--- src/rtl/rob_commit.sv ---
// rob_commit: eight-entry reorder buffer with CDB capture, in-order retire, branch flush and operand lookup
module rob_commit #(
  parameter int DEPTH = 8,
  parameter int DW = 16
) (
  input  logic          clk1,
  input  logic          rst,
  input  logic          alloc_valid,
  input  logic [3:0]    alloc_func,
  input  logic [3:0]    alloc_rd,
  output logic          alloc_ready,
  output logic [2:0]    alloc_idx,
  input  logic          cdb_valid,
  input  logic [2:0]    cdb_idx,
  input  logic [DW-1:0] cdb_value,
  input  logic [2:0]    q1_idx,
  input  logic [2:0]    q2_idx,
  output logic          q1_ready,
  output logic          q2_ready,
  output logic [DW-1:0] q1_value,
  output logic [DW-1:0] q2_value,
  output logic          commit_valid,
  output logic [2:0]    commit_idx,
  output logic [3:0]    commit_rd,
  output logic [DW-1:0] commit_value,
  output logic          commit_regwr,
  output logic          commit_store,
  output logic          flush,
  output logic [3:0]    redirect_pc,
  output logic [3:0]    count
);
  logic [DEPTH-1:0] busy, rdy;
  logic [3:0] func [DEPTH];
  logic [3:0] rd [DEPTH];
  logic [DW-1:0] val [DEPTH];
  logic [2:0] head, tail;
  logic do_alloc, do_retire, do_flush, is_br;
  always_comb begin
    alloc_ready = count != 4'(DEPTH);
    alloc_idx = tail;
    do_alloc = alloc_valid && alloc_ready;
    do_retire = count != 4'd0 && busy[head] && rdy[head];
    is_br = func[head][3:1] == 3'b011;
    do_flush = do_retire && is_br && val[head][0];
    q1_ready = busy[q1_idx] && rdy[q1_idx];
    q2_ready = busy[q2_idx] && rdy[q2_idx];
    q1_value = val[q1_idx];
    q2_value = val[q2_idx];
  end
  always_ff @(posedge clk1) begin
    if (rst) begin
      busy <= '0;
      rdy <= '0;
      head <= '0;
      tail <= '0;
      count <= '0;
      commit_valid <= 1'b0;
      commit_idx <= '0;
      commit_rd <= '0;
      commit_value <= '0;
      commit_regwr <= 1'b0;
      commit_store <= 1'b0;
      flush <= 1'b0;
      redirect_pc <= '0;
      for (int i = 0; i < DEPTH; i++) begin
        func[i] <= '0;
        rd[i] <= '0;
        val[i] <= '0;
      end
    end else begin
      commit_valid <= do_retire;
      commit_idx <= do_retire ? head : 3'd0;
      commit_rd <= do_retire ? rd[head] : 4'd0;
      commit_value <= do_retire ? val[head] : '0;
      commit_regwr <= do_retire && func[head] <= 4'd4;
      commit_store <= do_retire && func[head] == 4'd5;
      flush <= do_flush;
      redirect_pc <= do_flush ? rd[head] : 4'd0;
      if (do_flush) begin
        busy <= '0;
        rdy <= '0;
        head <= '0;
        tail <= '0;
        count <= '0;
      end else begin
        if (do_alloc) begin
          busy[tail] <= 1'b1;
          rdy[tail] <= 1'b0;
          func[tail] <= alloc_func;
          rd[tail] <= alloc_rd;
          tail <= tail + 3'd1;
        end
        if (cdb_valid && busy[cdb_idx]) begin
          rdy[cdb_idx] <= 1'b1;
          val[cdb_idx] <= cdb_value;
        end
        if (do_retire) begin
          busy[head] <= 1'b0;
          head <= head + 3'd1;
        end
        count <= count + {3'b0, do_alloc} - {3'b0, do_retire};
      end
    end
  end
endmodule

--- config.mk ---
export PLATFORM = sky130hd
export DESIGN_NAME = rob_commit
export DESIGN_NICKNAME = d
export VERILOG_FILES = /design/src/rtl/rob_commit.sv
export SDC_FILE = /design/constraint.sdc
export NUM_CORES = 1
export LEC_CHECK = 0
export CORE_ASPECT_RATIO = 1.75
export CORE_MARGIN = 3
export CORE_UTILIZATION = 35
export CTS_BUF_LIST = sky130_fd_sc_hd__clkbuf_4 sky130_fd_sc_hd__clkbuf_8
export DETAILED_ROUTE_END_ITERATION = 8
export PLACE_DENSITY_LB_ADDON = 0.05
export SYNTH_ARGS = -nofsm -noshare
export SYNTH_HDL_FRONTEND = slang
export SYNTH_SLANG_ARGS = --single-unit
--- constraint.sdc ---
create_clock -name clk1 -period 4.71 [get_ports clk1]
set_input_delay 0.7065 -clock clk1 [delete_from_list [all_inputs] [get_ports clk1]]
set_output_delay 0.7065 -clock clk1 [all_outputs]
set_load 0.03 [all_outputs]
After elaboration in Yosys (flattened, before gate mapping) --
Memory sizes are Yosys's and may differ from the RTL's. A register that Yosys moved wholly into a read port is not among the register bits. Index checks and enable logic that the tools add are counted. Widths: inputs -> output; s select.
Storage, ports and cells: output and inout bits 73, input bits 37, memories 3, bits in registers 57, word-level logic and storage cells 113, bits in writable memories 192
Memory list:
- val | words 8, bits a word 16, read ports 3, clocked after memory_dff 1, write ports 8, RTL line 35 | logic [DW-1:0] val [DEPTH];
- func | words 8, bits a word 4, read ports 1, clocked after memory_dff 1, write ports 8, RTL line 33 | logic [3:0] func [DEPTH];
- rd | words 8, bits a word 4, read ports 1, clocked after memory_dff 1, write ports 8, RTL line 34 | logic [3:0] rd [DEPTH];
Cells by class: bitwise logic cells 8, add/subtract/negate cells 4, reduce and logical (&&, ||, !) cells 20, $lt $le $gt $ge 9, muxes and demuxes 53, equality and inequality tests 3
Operators with widths (number):
- $mux 8 | 8
- $mux 3 | 9
- $mux 1 | 23
- $bmux 1 s3 | 7
- $lt 3x4->1 const B | 5
- $and 8x8->8 | 2
- $mux 16 | 1
- $not 8->8 | 2
- $or 8x8->8 | 2
- $reduce_or 16->1 | 1
- $logic_and 1x1->1 | 13
- $demux 1 s3 | 3
- $ge 3x1->1 const B | 3
- $mux 4 | 2
- $reduce_or 4->1 | 2
- $add 3x1->3 const B | 2
- $reduce_or 2->1 | 3
- $add 4x1->4 | 1
- $eq 4x3->1 const B | 1
- $le 4x3->1 const B | 1
- $ne 4x4->1 const B | 1
- $reduce_bool 4->1 | 1
- $sub 4x1->4 | 1
- $eq 3x2->1 const B | 1
- $not 1->1 | 2

Depth between registers and ports, before layout --
word-level depth 11, mapped depth 14, depth with buffers taken out 12

Worst setup path after synthesis --
OpenSTA, ideal clock, no wires.
path kind input port to output port, start in q1_idx[0], end out q1_ready, buffers on the path 2, stages on the path 4, data arrival time 2637 ps, required time 4003 ps, path slack 1366 ps, path through clkbuf_1 -> clkbuf_1 -> mux4_2 -> o21ai_0
On the way: longest elaborated chain between the ends 3, elaborated cells on any way between the ends 5, those cells by class mux: 4; reduce/logical: 1
Ends and longest elaborated chain:
- start: declaration | RTL line 16 | input logic [2:0] q1_idx,
- $bmux 1 s3 | RTL line 45 | q1_ready = busy[q1_idx] && rdy[q1_idx];
- $mux 1 (implied by the code) | RTL line 45
- $logic_and 1x1->1 * | RTL line 45
- end: declaration | RTL line 18 | output logic q1_ready,
Mark *: on every way between the ends. The rest lies on a longest branch, timed or not. The select of a mux whose other input is x is not followed.

Worst setup path after layout --
start in q1_idx[1], end out q1_value[14]
On the way: longest elaborated chain between the ends 1
Ends and longest elaborated chain:
- $mem_v2 8x16
- end: declaration | RTL line 20 | output logic [DW-1:0] q1_value,
No other way between the ends.

==> flow_summary.json <==
{
  "rsz0062_at_grt": "false",
  "finalMaxSlewViolations": 0,
  "drc": 0,
  "cp_max_fo": 34,
  "timing.hold.ws_ns": 0.490,
  "synth_compound_area_frac": 0.0402,
  "ctsResizeCount": 0,
  "hold_buffers": 0,
  "cp-start-kind": "input pin",
  "drive_gt1_frac": 0.270,
  "relSlewSlack": 0.396,
  "seq_area_sq_um": 6970,
  "port_buffers": 109,
  "track_usage": 0.202,
  "avgSynthCellArea_sq_um": 14.0,
  "synth_area_leader_cell": "edfxtp_1",
  "power_density_nw_per_um2": 339,
  "power.leakage_nw": 5.07,
  "cts-root-buf": "clkbuf_8",
  "setup_ws_ns": 0.981,
  "die_w_um": 152,
  "hold_viol": 0,
  "synthXorXnorAreaFrac": 0.00269,
  "slowest_stage": "clkdlybuf4s50_1",
  "ys_seq_area_frac": 0.536,
  "fin_total_pwr_mw": 5.22,
  "grt_pass1_wl_um": 58000,
  "ir_drop_mv": 0.160,
  "path_cells": "clkdlybuf4s50_1 -> buf_4 -> mux4_2 -> mux2_2 -> clkdlybuf4s50_1",
  "synthArstFlopShare": 0,
  "syn2layout_area_growth_pct": 18.5,
  "fin_crit_sh": 0.792,
  "synth.most_common_cell": "nor2_1",
  "crit_family": "buffers and inverters",
  "syn_area_sq_um": 13000,
  "clk_path_buf_depth": 3,
  "cts_tree": "yes",
  "clkTransAtPathRegs_ns": 0.06,
  "place_hpwl_um": 26000,
  "die-height_um": 261,
  "grt_pass1_vias": 8968,
  "crit_arrival_ns": 3.02,
  "wl_per_cell_um": 25.4,
  "place_congestion": 0.769,
  "fmax_mhz": 268,
  "min_path_type": "reg -> reg",
  "muxShareOfSynthArea": 0.257,
  "io_pins": 110,
  "antenna_found_initial": 1,
  "slowest_delay_ns": 0.61,
  "synthTopCellsByArea": "edfxtp_1, mux4_2, dfxtp_1, nor2_1, mux2_2",
  "cp_num_buf_inv": 3,
  "grt_start_max_net_pins": 37,
  "synthAdderAreaFrac": 0.00924,
  "synth.top_cells.by_count": "nor2_1, edfxtp_1, mux4_2",
  "finClkSkew_ns": 0.0205,
  "finalSetupViolations": 0,
  "fillers": 3500,
  "status": "completed",
  "instances_no_fill": 1536,
  "clk_latency_ns": 0.56,
  "nets": 1078,
  "dr.pass1.iters": 5,
  "vias_per_cell": 5.34,
  "pre_cts_ws_ns": 0.843,
  "vias": 8197,
  "start_util": 0.357,
  "overflow": 0,
  "synth_simple_gate_area_share": 0.116,
  "min_period_ns": 3.73,
  "cts_setup_buffers": 0,
  "synth_edf_count": 192,
  "drtIter0Drc": 468,
  "ys_ff_latch": 252,
  "postRouteAntennaNets": 0,
  "synthCells": 931,
  "fin_tns_setup_ns": 0,
  "die_area_sq_um": 39600,
  "endpoint_kind": "output port",
  "worst_pin_slew_ns": 0.905,
  "numCtsBuffers": 41,
  "maxCapViolCount": 0,
  "path_class": "in -> out",
  "yosysUniqueCellTypes": 50,
  "synthDominantCellAreaShare": 0.444,
  "syn-num-nets": 977,
  "core_sq_um": 36400,
  "synth_top_family_by_area": "multiplexers",
  "dp.cells": 1459,
  "cp_common_cell": "clkdlybuf4s50_1",
  "h-tree-depth": 2,
  "ys.flop_type": "edfxtp_1",
  "synth-warning-count": 0,
  "critPathRequiredTime_ns": 4.00,
  "wirelength_um": 39100,
  "multi_input_area_sq_um": 5530,
  "num_rows": 92,
  "cts_sinks": 252
}
[cells in the final DEF (no fill, tap or decap), types with 31 or more instances in the layout]
master / Yosys / routed
mux2i_1: 31 / 31
dfxtp_1: 60 / 57
mux4_2: 117 / 117
nor3_1: 34 / 34
clkbuf_8: 0 / 46
buf_4: 8 / 38
nor2_1: 201 / 201
clkdlybuf4s50_1: 0 / 106
edfxtp_1: 192 / 192
nand2b_1: 38 / 38
mux2_2: 33 / 33
[kinds of logic (layout without fill, tap and decap cells)]
kind of cell               Yosys count  after routing
AOI/OAI and AO/OA                   50             50
xor gates and xnor gates             4              4
adders and majority gates            9              9
buffers and inverters              109            243
DFF                                252            252
muxes                              182            182
other                                0              1
and+or+nand+nor                    325            325
[sequential cells by signal, summed over array words and instances, names as in the netlist, 4 cells and up, named ones only]
signal / flops
busy: 8
commit_rd: 4
commit_value: 16
count: 4
func: 32
rd: 32
rdy: 8
redirect_pc: 4
val: 128
[worst register-to-register path, delay by kind of cell (launching register included)]
kind,cells,cell delay (ns)
mux,2,0.77
simple gates,2,1.39
flops,1,0.47
buf+inv,1,0.37
compound gates,1,0.33
[per-layer routing]
metal  up-vias  track usage  part of all wire
li1       3717            -                 -
met1      4254        0.225              0.37
met2       171        0.400              0.58
met3        55       0.0235             0.029
met4         0       0.0530             0.021
met5         -            0                 0
[power breakdown]
part / total [mW] / leakage (nW) / internal (mW) / switching [mW]
clock network: 1.98 / 0.454 / 1.08 / 0.893
logic: 0.707 / 2.15 / 0.315 / 0.393
registers: 2.54 / 2.47 / 2.48 / 0.0580
[through the flow]
step	utilization	area, sq um
after floorplan	-	13000
after global placement	0.400	14600
after detailed placement	0.400	14600
after CTS	0.423	15400
after global routing	0.423	15400
final	0.423	15400
[final timing paths]
check,depth (start not counted),slack [ns],to,startpoint
min,2,0.49,rdy[6],rdy[6]
max reg2reg,6,1.02,func[4][0],flip-flop
max,5,0.98,q1_value[14],q1_idx[1]
min reg2reg,2,0.49,rdy[6],rdy[6]
[cell type report]
type,count,area share
clock inverters,6,0.00187
flip-flops and latches,252,0.453
diodes,1,0.000162
inverters,18,0.00439
multi-input cells,570,0.359
repair buffers,149,0.0910
well taps,470,0.0382
clock buffers,70,0.0528
(Power assumes the default switching activity.)
